<file path="src/rtl/qa_stream_fifo_pkg.sv">
// Shared definitions for the QA stream FIFO.
// Holds default parameter values and the width helpers used by the FIFO top and
// its storage sub-module.
package qa_stream_fifo_pkg;

    localparam int unsigned DefaultWidth   = 32;
    localparam int unsigned DefaultDepth   = 16;
    localparam int unsigned DefaultSpacing = 1;

    // Occupancy needs one extra bit so that full (DEPTH) and empty (0) differ.
    function automatic int unsigned cnt_width(input int unsigned depth);
        return $clog2(depth) + 1;
    endfunction

    // Pace counter only ever holds 0..spacing-1; keep at least one bit.
    function automatic int unsigned pace_width(input int unsigned spacing);
        return (spacing > 1) ? $clog2(spacing) : 1;
    endfunction

endpackage

</file>
<file path="src/rtl/qa_stream_fifo_mem.sv">
// DEPTH x WIDTH register array for the QA stream FIFO.
// Synchronous write; registered read whose output register holds its value
// between reads and clears on reset.
//   clk_i      : clock
//   rst_i      : asynchronous active-high reset (read register only)
//   wr_en_i    : write strobe
//   wr_addr_i  : write address
//   wr_data_i  : write data
//   rd_en_i    : read strobe; loads rd_data_o from rd_addr_i
//   rd_addr_i  : read address
//   rd_data_o  : registered read data
module qa_stream_fifo_mem #(
    parameter int unsigned WIDTH = 32,
    parameter int unsigned DEPTH = 16
) (
    input  logic                     clk_i,
    input  logic                     rst_i,
    input  logic                     wr_en_i,
    input  logic [$clog2(DEPTH)-1:0] wr_addr_i,
    input  logic [WIDTH-1:0]         wr_data_i,
    input  logic                     rd_en_i,
    input  logic [$clog2(DEPTH)-1:0] rd_addr_i,
    output logic [WIDTH-1:0]         rd_data_o
);

    logic [WIDTH-1:0] mem_q [DEPTH];
    logic [WIDTH-1:0] rd_data_q;

    // Storage has no reset: entries are only read once written.
    always_ff @(posedge clk_i) begin
        if (wr_en_i) begin
            mem_q[wr_addr_i] <= wr_data_i;
        end
    end

    // Reads see pre-edge contents, so a same-address write on the same edge
    // (full FIFO, simultaneous read/write) returns the old head entry.
    always_ff @(posedge clk_i or posedge rst_i) begin
        if (rst_i) begin
            rd_data_q <= '0;
        end else if (rd_en_i) begin
            rd_data_q <= mem_q[rd_addr_i];
        end
    end

    assign rd_data_o = rd_data_q;

endmodule

</file>
<file path="src/rtl/qa_stream_fifo.sv">
// Buffered, paced sample stream stage.
// Samples strobed in on in_nd_i are queued in a DEPTH-entry FIFO and re-emitted
// no more often than once every SPACING cycles. A sample arriving while the
// FIFO is full (and not draining on the same edge) is dropped and sets a sticky
// error flag. All outputs are registered.
//   clk_i      : clock
//   reset_i    : asynchronous active-high reset
//   in_data_i  : input sample, valid with in_nd_i
//   in_nd_i    : input new-data strobe
//   out_data_o : output sample, valid with out_nd_o
//   out_nd_o   : output new-data strobe, one cycle per sample
//   count_o    : FIFO occupancy 0..DEPTH
//   error_o    : sticky overflow flag
module qa_stream_fifo
    import qa_stream_fifo_pkg::*;
#(
    parameter int unsigned WIDTH   = DefaultWidth,
    parameter int unsigned DEPTH   = DefaultDepth,
    parameter int unsigned SPACING = DefaultSpacing
) (
    input  logic                        clk_i,
    input  logic                        reset_i,
    input  logic [WIDTH-1:0]            in_data_i,
    input  logic                        in_nd_i,
    output logic [WIDTH-1:0]            out_data_o,
    output logic                        out_nd_o,
    output logic [cnt_width(DEPTH)-1:0] count_o,
    output logic                        error_o
);

    localparam int unsigned AddrW = $clog2(DEPTH);
    localparam int unsigned CntW  = cnt_width(DEPTH);
    localparam int unsigned PaceW = pace_width(SPACING);

    localparam logic [CntW-1:0]  CntFull  = CntW'(DEPTH);
    localparam logic [PaceW-1:0] PaceLoad = PaceW'(SPACING - 1);

    logic [AddrW-1:0] wr_ptr_q, wr_ptr_d;
    logic [AddrW-1:0] rd_ptr_q, rd_ptr_d;
    logic [CntW-1:0]  count_q, count_d;
    logic [PaceW-1:0] pace_q, pace_d;
    logic             error_q, error_d;
    logic             out_nd_q, out_nd_d;

    logic rd_en;
    logic wr_en;
    logic overflow;

    always_comb begin
        rd_en    = (count_q != '0) && (pace_q == '0);
        // A full FIFO still accepts a write when it frees a slot on the same edge.
        wr_en    = in_nd_i && ((count_q != CntFull) || rd_en);
        overflow = in_nd_i && !wr_en;

        wr_ptr_d = wr_en ? wr_ptr_q + AddrW'(1) : wr_ptr_q;
        rd_ptr_d = rd_en ? rd_ptr_q + AddrW'(1) : rd_ptr_q;

        count_d = count_q;
        unique case ({wr_en, rd_en})
            2'b10:   count_d = count_q + CntW'(1);
            2'b01:   count_d = count_q - CntW'(1);
            default: count_d = count_q;
        endcase

        pace_d = pace_q;
        if (rd_en) begin
            pace_d = PaceLoad;
        end else if (pace_q != '0) begin
            pace_d = pace_q - PaceW'(1);
        end

        error_d  = error_q | overflow;
        out_nd_d = rd_en;
    end

    always_ff @(posedge clk_i or posedge reset_i) begin
        if (reset_i) begin
            wr_ptr_q <= '0;
            rd_ptr_q <= '0;
            count_q  <= '0;
            pace_q   <= '0;
            error_q  <= 1'b0;
            out_nd_q <= 1'b0;
        end else begin
            wr_ptr_q <= wr_ptr_d;
            rd_ptr_q <= rd_ptr_d;
            count_q  <= count_d;
            pace_q   <= pace_d;
            error_q  <= error_d;
            out_nd_q <= out_nd_d;
        end
    end

    qa_stream_fifo_mem #(
        .WIDTH (WIDTH),
        .DEPTH (DEPTH)
    ) u_mem (
        .clk_i     (clk_i),
        .rst_i     (reset_i),
        .wr_en_i   (wr_en),
        .wr_addr_i (wr_ptr_q),
        .wr_data_i (in_data_i),
        .rd_en_i   (rd_en),
        .rd_addr_i (rd_ptr_q),
        .rd_data_o (out_data_o)
    );

    assign out_nd_o = out_nd_q;
    assign count_o  = count_q;
    assign error_o  = error_q;

endmodule

</file>
<file path="config.mk">
export PLATFORM = sky130hd
export DESIGN_NAME = qa_stream_fifo
export DESIGN_NICKNAME = d
export VERILOG_FILES = /design/src/rtl/qa_stream_fifo_pkg.sv /design/src/rtl/qa_stream_fifo_mem.sv /design/src/rtl/qa_stream_fifo.sv
export SDC_FILE = /design/constraint.sdc
export NUM_CORES = 1
export LEC_CHECK = 0
export ABC_AREA = 1
export CORE_MARGIN = 2
export CORE_UTILIZATION = 61
export DETAILED_ROUTE_END_ITERATION = 10
export GPL_ROUTABILITY_DRIVEN = 0
export PLACE_DENSITY = 0.79
export SYNTH_ARGS = -nofsm -noshare
export SYNTH_HDL_FRONTEND = slang
export SYNTH_HIERARCHICAL = 1
export SYNTH_SLANG_ARGS = --single-unit
</file>
<file path="constraint.sdc">
create_clock -name clk_i -period 3.4 [get_ports clk_i]
set_clock_uncertainty 0.05 [all_clocks]
set_input_delay 1.02 -clock clk_i [delete_from_list [all_inputs] [get_ports clk_i]]
set_output_delay 1.02 -clock clk_i [all_outputs]
set_load 0.02 [all_outputs]
</file>
# After elaboration in Yosys (flattened, before gate mapping)
# Memory sizes are Yosys's and may differ from the RTL's. A register that Yosys moved wholly into a read port is not among the register bits.
# Index checks and enable logic that the tools add are counted.
# op_classes
n_bitwise	2
n_mux	5
reduce_logical	7
n_eq_ne	3
addsub	5
# op_table
operator	count
5-bit one-hot mux with 2 select lines	1
4-bit by 1-bit adder with 4-bit output, second input constant	2
5-bit by 1-bit adder with 5-bit output, second input constant	1
5-bit != test, second input constant	1
5-bit nonzero test	1
5-bit by 1-bit subtractor with 5-bit output, second input constant	1
1-bit 2-to-1 mux	4
1-bit logical AND	3
2-bit by 1-bit equality test with 1-bit output, second input constant	1
2-bit equality test, second input constant	1
2-bit nonzero test	1
1-bit logical NOT	1
1-bit logical OR	1
1-bit inverter	1
1-bit OR	1
1-bit subtractor, second input constant	1
# totals
mem_count	1
ff_bits	16
inputBits	35
mem_bits_rw	512
# memory_table
name	depth	width	read_ports	rd_clocked_by_memory_dff	write_ports	line	rtl
u_mem.mem_q	16	32	1	1	1	qa_stream_fifo_mem.sv:26	logic [WIDTH-1:0] mem_q [DEPTH];

# Longest topological paths before layout
# depth
ltp_word	7
mapped_depth	12
ltp_nobuf	12

# Cells and area by module
# Netlist, hierarchy kept.
# modules_own_cells
mod	cells_each	instances	area_each_um2
qa_stream_fifo_mem	1841	1	21770.9
qa_stream_fifo	90	1	843.3

# Worst setup path before layout
# OpenSTA, ideal clock, no wires.
# synth_timing
kind	input to register
startpoint	in in_nd_i
endpoint	mem u_mem.mem_q[12][0], enable pin
setup_slack_ns	0.101
arrival_ns	2.828
stages	4
path_cell_list	buf_4 > clkbuf_1 > nand3_1 > nor2_1
# synth_between
elab_chain_len	3
# synth_lines
element	line	rtl
start: declaration	qa_stream_fifo.sv:24	input logic in_nd_i,
1-bit logical AND	qa_stream_fifo.sv:52	wr_en = in_nd_i && ((count_q != CntFull) || rd_en);
net wr_en	qa_stream_fifo.sv:46	logic wr_en;
1-bit 2-to-1 mux	qa_stream_fifo_mem.sv:31	if (wr_en_i) begin
1-bit 2-to-1 mux (implied by the code)	qa_stream_fifo_mem.sv:32	mem_q[wr_addr_i] <= wr_data_i;
end: declaration	qa_stream_fifo_mem.sv:26	
# The timed path passes the listed nets, and every way through them passes these cells.

# Worst setup path after layout
# layout_timing
startpoint	reg count_q[0], in the netlist count_o[0]
endpoint	out count_o[0]
# layout_rtl
element	line	rtl
start: declaration	qa_stream_fifo.sv:40	logic [CntW-1:0] count_q, count_d;
start signal: assignment	qa_stream_fifo.sv:87	count_q <= count_d;
end: declaration	qa_stream_fifo.sv:27	output logic [cnt_width(DEPTH)-1:0] count_o,
# No word-level cell between the ends.

==> run metrics <==
total iterations of the first detailed-routing run 5; number of failing setup endpoints in the final timing report 0; CTS Root Cell sky130_fd_sc_hd__clkbuf_16; final worst path period need about 2.8 ns; ratio of routed vias to standard cells about 6.0; clock tree from TritonCTS yes; actual transition at the worst max-transition pin between 1 and 1.5 ns; cell breakdown of the critical path clkdlybuf4s50_1; Slowest-stage cell, CP sky130_fd_sc_hd__clkdlybuf4s50_1; Antenna Cells 0; antenna-violating nets left 0; via count 15,028; core area approximately 37,000 um^2; antenna violations before repair 0; vertical extent of the die 196.5 um; total buffers and inverters traversed by the critical path 1; cell type contributing the most total cell area after synthesis sky130_fd_sc_hd__edfxtp_1; number of buffers inserted by post-CTS setup repair 0; Worst Slack Setup Final around 0.59 ns; status completed; Die Wd roughly 200 um; number of flops mapped to enable cells by yosys 512; Tightest Hold Check Type flip-flop to flip-flop; hold path startpoint error_o$_DFF_PP0_; FF-to-FF setup slack ~1.1 ns; aggregate routed wire length between 50 and 60 mm; synthesized netlist cell count 1,931; via count of the first global-routing pass ~15,000; most used standard cells in the synthesized netlist sky130_fd_sc_hd__nand2_1, sky130_fd_sc_hd__edfxtp_1, sky130_fd_sc_hd__nand3_1, sky130_fd_sc_hd__dfrtp_1, sky130_fd_sc_hd__buf_2; total area of multi-input combinational cells about 5400 um^2; clock insertion delay at the later pin of the skew report roughly 0.60 ns; total routing usage reported by global routing between 20 and 30%; Initial DRC Count 1,893; cell depth of the worst min-delay path 0; total of fill cells in the finished design 2,382; arrival time of data at the critical path endpoint approximately 1.7 ns; period utilization between 80 and 90%; average footprint of a synthesized cell about 12 um^2; leading cell type by number of instances after synthesis sky130_fd_sc_hd__nand2_1; maximum buffer depth of the clock tree 3; site row count 70; count of pins over their slew limit 0; Critical Path Max Stage Delay between 0.6 and 0.7 ns; total power divided by cell area 910.0 nW/um^2; setup repair after global routing missed its margin false; die area just under 40,000 um^2; Sinks on Clock Net 559; endpoint of the worst register-to-register path u_mem/rd_data_o[0]$_DFFE_PP0P_; reported max-cap violation count 0; top cells by area in the synthesized netlist sky130_fd_sc_hd__edfxtp_1, sky130_fd_sc_hd__nand2_1, sky130_fd_sc_hd__nand3_1; starting density of the core slightly above 60%; I/O pins 74; count of unique library cells instantiated by Yosys 26; signed area change from the synthesized netlist to the final layout 14.19%; proportion of netlist area held by the largest area contributor 67.99%; Placement Setup Slack about 0.35 ns; sum of overflow across all layers after global routing 0; post-synthesis sequential area ratio 73.19%; number of warning messages in the yosys log 6; post-route design area between 20,000 and 30,000 um^2; proportion of synthesized flip-flops having asynchronous set or reset 8.408%; share of post-route cells with drive strength above 1 under 10%; PnR Total Power around 23 mW; maximum vdd ir drop a little over 0.9 mV; global-route wire length before repair ~83 mm; leakage power 9.771 nW; setup tns final 0 ns; critical path required time approximately 2.3 ns; clock buffers created by TritonCTS between 50 and 60; total half-perimeter wirelength after legalization and detailed placement 30.73 mm; # port buffers 73; #FFs+latches synth ~560; Slew headroom 26.04%; detailed-route DRC error count 0; highest achievable clock rate between 300 and 400 MHz; per-cell routed wire length ~22 um; Finished Core Util between 70 and 80%; H-tree depth reported by CTS 2; largest net degree at the start of global routing ~160; crit start category flip-flop; endpoint of the worst hold path error_o$_DFF_PP0_; CP endpoint kind output pin; path type of the worst setup path flip-flop to output pin; depth of the worst register-to-register path 9; total cell area at the placement stage 23,920 um^2; # hold bufs at CTS 0; CTS clock-pin slew for the worst setup and hold paths roughly 0.06 ns; synthesized area about 23,000 um^2; kind of cell adding the most delay to the critical path buffers and inverters; Crit Reg-Reg Startpoint rd_ptr_q[0]$_DFFE_PP0N_; top_reg_cell synth sky130_fd_sc_hd__edfxtp_1; post_cts resized 0; Total Nets Final ~2,000; synthesized net count between 1,500 and 2,000; maximum fanout along the worst path 5; hold violation count in the final report 0; Storage cell area approximately 17,000 um^2
layer usage:
metal / routed length (um) / vias to the layer above / global-route usage [%]
li1: - / 6785 / -
met1: 20030 / 7300 / 35.59
met2: 27850 / 801 / 49.79
met3: 4217 / 142 / 4.603
met4: 2323 / 0 / 13.27
met5: 0 / - / 0
logic make-up (layout without fill, tap and decap cells):
group / Yosys count / count (layout) / synth area share [%]
AO/OA/AOI/OAI: 3 / 3 / 0.09958
flip-flops: 559 / 559 / 73.19
adder cells (fa/ha/maj): 6 / 6 / 0.3652
XOR/XNOR: 7 / 7 / 0.2711
AND/OR/NAND/NOR: 1222 / 1222 / 22.78
buffers and inverters: 134 / 243 / 3.292
stage by stage:
stage	cells	hold WS, ns
2_1_floorplan	1931	0.3933
3_3_place_gp	2407	0.3186
3_5_place_dp	2407	0.3171
4_1_cts	2508	0.3302
5_1_grt	2508	0.3407
6_report	2508	0.3282
flip-flops by register name, summed over array words and instances, names as in the netlist:
register / count
wr_ptr_q: 4
rd_ptr_q: 4
u_mem/mem_q: 512
u_mem/rd_data_o: 32
out_nd_o: 1
error_o: 1
count_o: 5
report_power, final:
part / leakage, nW / switching, mW / internal (mW) / total, mW
sequential: 5.20 / 0.368 / 8.50 / 8.86
clock: 0.926 / 2.49 / 3.87 / 6.35
combinational: 3.65 / 5.81 / 2.47 / 8.28
cell type report:
class	count	area share, %
Tap cell	468	2.268
Multi-Input combinational cell	1238	21.06
Sequential cell	559	64.13
Clock buffer	76	5.868
Clock inverter	25	1.502
Inverter	19	0.3053
Timing Repair Buffer	123	4.865
placed cells by master, fill, tap and decap left out, types with 2 or more instances in the layout:
master,n
sky130_fd_sc_hd__nand2_4,2
sky130_fd_sc_hd__dfrtp_4,2
sky130_fd_sc_hd__edfxtp_1,512
sky130_fd_sc_hd__clkbuf_1,15
sky130_fd_sc_hd__clkdlybuf4s50_1,73
sky130_fd_sc_hd__buf_4,38
sky130_fd_sc_hd__nand3b_1,2
sky130_fd_sc_hd__inv_2,5
sky130_fd_sc_hd__nand2_1,796
sky130_fd_sc_hd__dfrtp_1,44
sky130_fd_sc_hd__ha_1,5
sky130_fd_sc_hd__buf_12,12
sky130_fd_sc_hd__nor2_1,3
sky130_fd_sc_hd__xor2_1,4
sky130_fd_sc_hd__clkinv_1,3
sky130_fd_sc_hd__o21ai_2,2
sky130_fd_sc_hd__clkinvlp_4,2
sky130_fd_sc_hd__inv_6,3
sky130_fd_sc_hd__bufinv_16,10
sky130_fd_sc_hd__inv_1,12
sky130_fd_sc_hd__clkbuf_8,6
sky130_fd_sc_hd__xnor2_1,3
sky130_fd_sc_hd__clkbuf_16,55
sky130_fd_sc_hd__nand3_1,393
sky130_fd_sc_hd__nand2_2,4
sky130_fd_sc_hd__clkinv_2,7
sky130_fd_sc_hd__nor2_4,19
worst max path at each step:
| stage | startpoint | endpoint | slack [ns] | depth (start not counted) |
|---|---|---|---|---|
| floorplan | in_nd_i | u_mem/mem_q[12][0]$_DFFE_PP_ | 0.10 | 4 |
| global placement | in_nd_i | u_mem/mem_q[5][28]$_DFFE_PP_ | 0.40 | 5 |
| detailed placement | in_nd_i | u_mem/mem_q[5][13]$_DFFE_PP_ | 0.35 | 5 |
| CTS | count_o[0]$_DFFE_PP0P_ | count_o[0] | 0.56 | 1 |
| global route | count_o[0]$_DFFE_PP0P_ | count_o[0] | 0.54 | 1 |
| finish | count_o[0]$_DFFE_PP0P_ | count_o[0] | 0.59 | 1 |
Note: power is estimated with default switching activity, not from simulation.
==> RTL change: new RTL, same flow settings <==
Change the package constant `DefaultDepth` from 16 to 32.
--- a/src/rtl/qa_stream_fifo_pkg.sv
+++ b/src/rtl/qa_stream_fifo_pkg.sv
@@ -6,3 +6,3 @@
     localparam int unsigned DefaultWidth   = 32;
-    localparam int unsigned DefaultDepth   = 16;
+    localparam int unsigned DefaultDepth   = 32;
     localparam int unsigned DefaultSpacing = 1;
Ports: changed (resized count_o); port bits go from 74 to 75. No check against the original RTL was run, so the function may have changed too.
==> RTL change against the unedited design <==
- synthesized cell count up 89%
- area after synthesis up 93%
- setup slack worse by 160 ps
- sequential cell count up 515
- first-iteration DRC count up 120%
- count of clock-buffer cells in the layout up 57
- power up 80%
- wire length up 110%
- worst hold slack better by 0.95 ps
- cell area up 90%
- via count up 96%
- die area up 90%
- critical endpoint is now out_data_o[28]
- largest cell class unchanged
==> RTL change: results (changes against the unedited design) <==
Parameter                              Value

Setup path
  Endpoint of the worst register-to-register path    u_mem/rd_data_o[21]$_DFFE_PP0P_
  Top Family by Delay on Critical Path    buffers and inverters
  Reg-to-Reg Start    rd_ptr_q[0]$_DFFE_PP0P_
  Reg2reg setup slack    740 ps (-310 ps)
  Data arrival time of the worst path    1910 ps (+170 ps)
  Critical Path Max Stage Delay    690 ps (+30 ps)
  Highest fanout seen on the critical path    2 (-3)
  Reg2reg path depth    10 (+1)

Final layout
  Number of nets in the final layout    3778 (+86%)
  Ratio of cells with drive above 1 in the final layout    8.56% (+0.18 points)
  Filler Cell Count    4553 (+91%)
  Flip-flop count of the largest register, all copies and words added    1024 (+100%)
  Inserted Diodes    0 (unchanged)
  Register with the highest flop count    u_mem/mem_q

Clock tree
  Root buffer cell    sky130_fd_sc_hd__clkbuf_16
  Number of buffers inserted during clock tree synthesis    102 (+89%)
  Post-CTS setup buffers    0 (unchanged)
  Worst-Skew Late Latency    670 ps (+70 ps)
  CTS H-tree lvls    3 (+1)

Synth
  Yosys warnings    6 (unchanged)
  Top cells by count, synth    sky130_fd_sc_hd__nand2_1, sky130_fd_sc_hd__edfxtp_1, sky130_fd_sc_hd__nand3_1
  Ys async rst share    4.66% (-3.8 points)
  Share of the yosys chip area belonging to registers    73.5% (+0.30 points)
  Share of cell area taken by muxes after synthesis    0% (unchanged)
  Net count of the mapped netlist    3691 (+87%)
  Compound-gate portion of the synthesized area    0.126% (+0.027 points)
  Number of enable-type register cells in the synthesized netlist    1024 (+100%)
  Synth Area in XOR/XNOR    0.201% (-0.070 points)
  Largest cells by area after synthesis    sky130_fd_sc_hd__edfxtp_1, sky130_fd_sc_hd__nand2_1, sky130_fd_sc_hd__nand3_1, sky130_fd_sc_hd__dfrtp_1, sky130_fd_sc_hd__buf_2
  Distinct cell type count of the synthesized netlist    27 (+3.8%)
  Post-synthesis adder-cell area fraction    0.247% (-0.12 points)

Drt
  Detailed-route via count    29500 (+96%)
  Routed Wire Length    114 mm (+110%)
  DRC violation total after the first TritonRoute iteration    4243 (+120%)
  Antenna Violating Nets Remaining    0 (unchanged)
  First-pass iteration count of the detailed router    6 (+1)

GRT
  Overflow after GRT    0 (unchanged)
  Antenna violations before repair    1 (+1)
  First-pass GRT wire length    171 mm (+110%)
  Number of global-route vias before repair    28800 (+92%)
  Overall track demand over capacity in global routing    31.1% (+2.4 points)
  Maximum number of pins on one net before global-route repair    140 (-9.7%)

Power
  Max IR drop VDD    0.000576 V (-37%)
  Static Leak    17.9 nW (+83%)

Placed design
  Half-perimeter wire length of the detailed placement result    63.3 mm (+110%)
  Port Buffer Count    74 (+1.4%)

Outcome
  Result of the run    finished clean

STA
  Worst Tran Pin Value    1060 ps (-49.1 ps)

Hold path
  Classification of the worst-slack hold path    reg2reg
## RTL change: area by class of cell
class	count	share of cell area, %
multi-input combinational	2320	20.9
tap	940	2.40
clock buffer	133	5.66
clock inverter	54	0.780
timing repair buffer	210	4.54
inverter	27	0.266
sequential	1074	65.4
## RTL change: how the worst max path moves through the flow
stage	depth (start not counted)	to	start	slack (ps)
after global routing	1	out_data_o[28]	u_mem/rd_data_o[28]$_DFFE_PP0P_	370
after floorplan	3	u_mem/mem_q[31][0]$_DFFE_PP_	in_nd_i	150
after detailed placement	6	u_mem/mem_q[11][21]$_DFFE_PP_	in_nd_i	260
after CTS	1	out_data_o[28]	u_mem/rd_data_o[28]$_DFFE_PP0P_	420
final	1	out_data_o[28]	u_mem/rd_data_o[28]$_DFFE_PP0P_	420
after global placement	6	u_mem/mem_q[11][21]$_DFFE_PP_	in_nd_i	330
## RTL change: report_power, final
group / total, mW / switching, mW / internal, mW
logic: 15.2 / 10.8 / 4.36
registers: 16.3 / 0.665 / 15.6
clock network: 10.8 / 4.79 / 6.04
total: 42.3 / 16.3 / 26.0
## RTL change: stage by stage
| stage | setup slack, ps | total power, mW | area [um^2] | cells | hold slack [ps] |
|---|---|---|---|---|---|
| after floorplan | 145 | 26.3 | 43500 | 3648 | 456 |
| after global placement | 325 | 30.8 | 45800 | 4571 | 315 |
| after detailed placement | 264 | 31.2 | 45800 | 4571 | 318 |
| after CTS | 422 | 42.0 | 49000 | 4758 | 331 |
| after global routing | 374 | 44.1 | 49000 | 4758 | 349 |
| final | 423 | 42.3 | 49000 | 4758 | 329 |
## RTL change: layer usage
layer / wire length [um] / share of wire, % / GRT usage, %
met4: 4000 / 3.5 / 12.2
met1: 42200 / 37 / 43.6
met5: 13 / 0.011 / 0
met2: 53300 / 47 / 48.5
met3: 14500 / 13 / 6.30
## RTL change: worst register-to-register path: stages (launching register included)
cell,delay [ps]
sky130_fd_sc_hd__dfrtp_4,650
sky130_fd_sc_hd__inv_16,400
sky130_fd_sc_hd__buf_12,510
sky130_fd_sc_hd__nand2_1,150
sky130_fd_sc_hd__nand3_1,90
sky130_fd_sc_hd__nand3_1,210
sky130_fd_sc_hd__nand2_1,170
sky130_fd_sc_hd__nand2_1,90
sky130_fd_sc_hd__nand3_1,90
sky130_fd_sc_hd__nand3_1,100
sky130_fd_sc_hd__nand2_1,70
## RTL change: kinds of logic (layout without fill, tap and decap cells)
| kind of cell | after synthesis | count (layout) |
|---|---|---|
| xor gates and xnor gates | 10 | 10 |
| and+or+nand+nor | 2292 | 2292 |
| buffers and inverters | 254 | 424 |
| adders and majority gates | 8 | 8 |
| DFF | 1074 | 1074 |
| AOI/OAI and AO/OA | 10 | 10 |
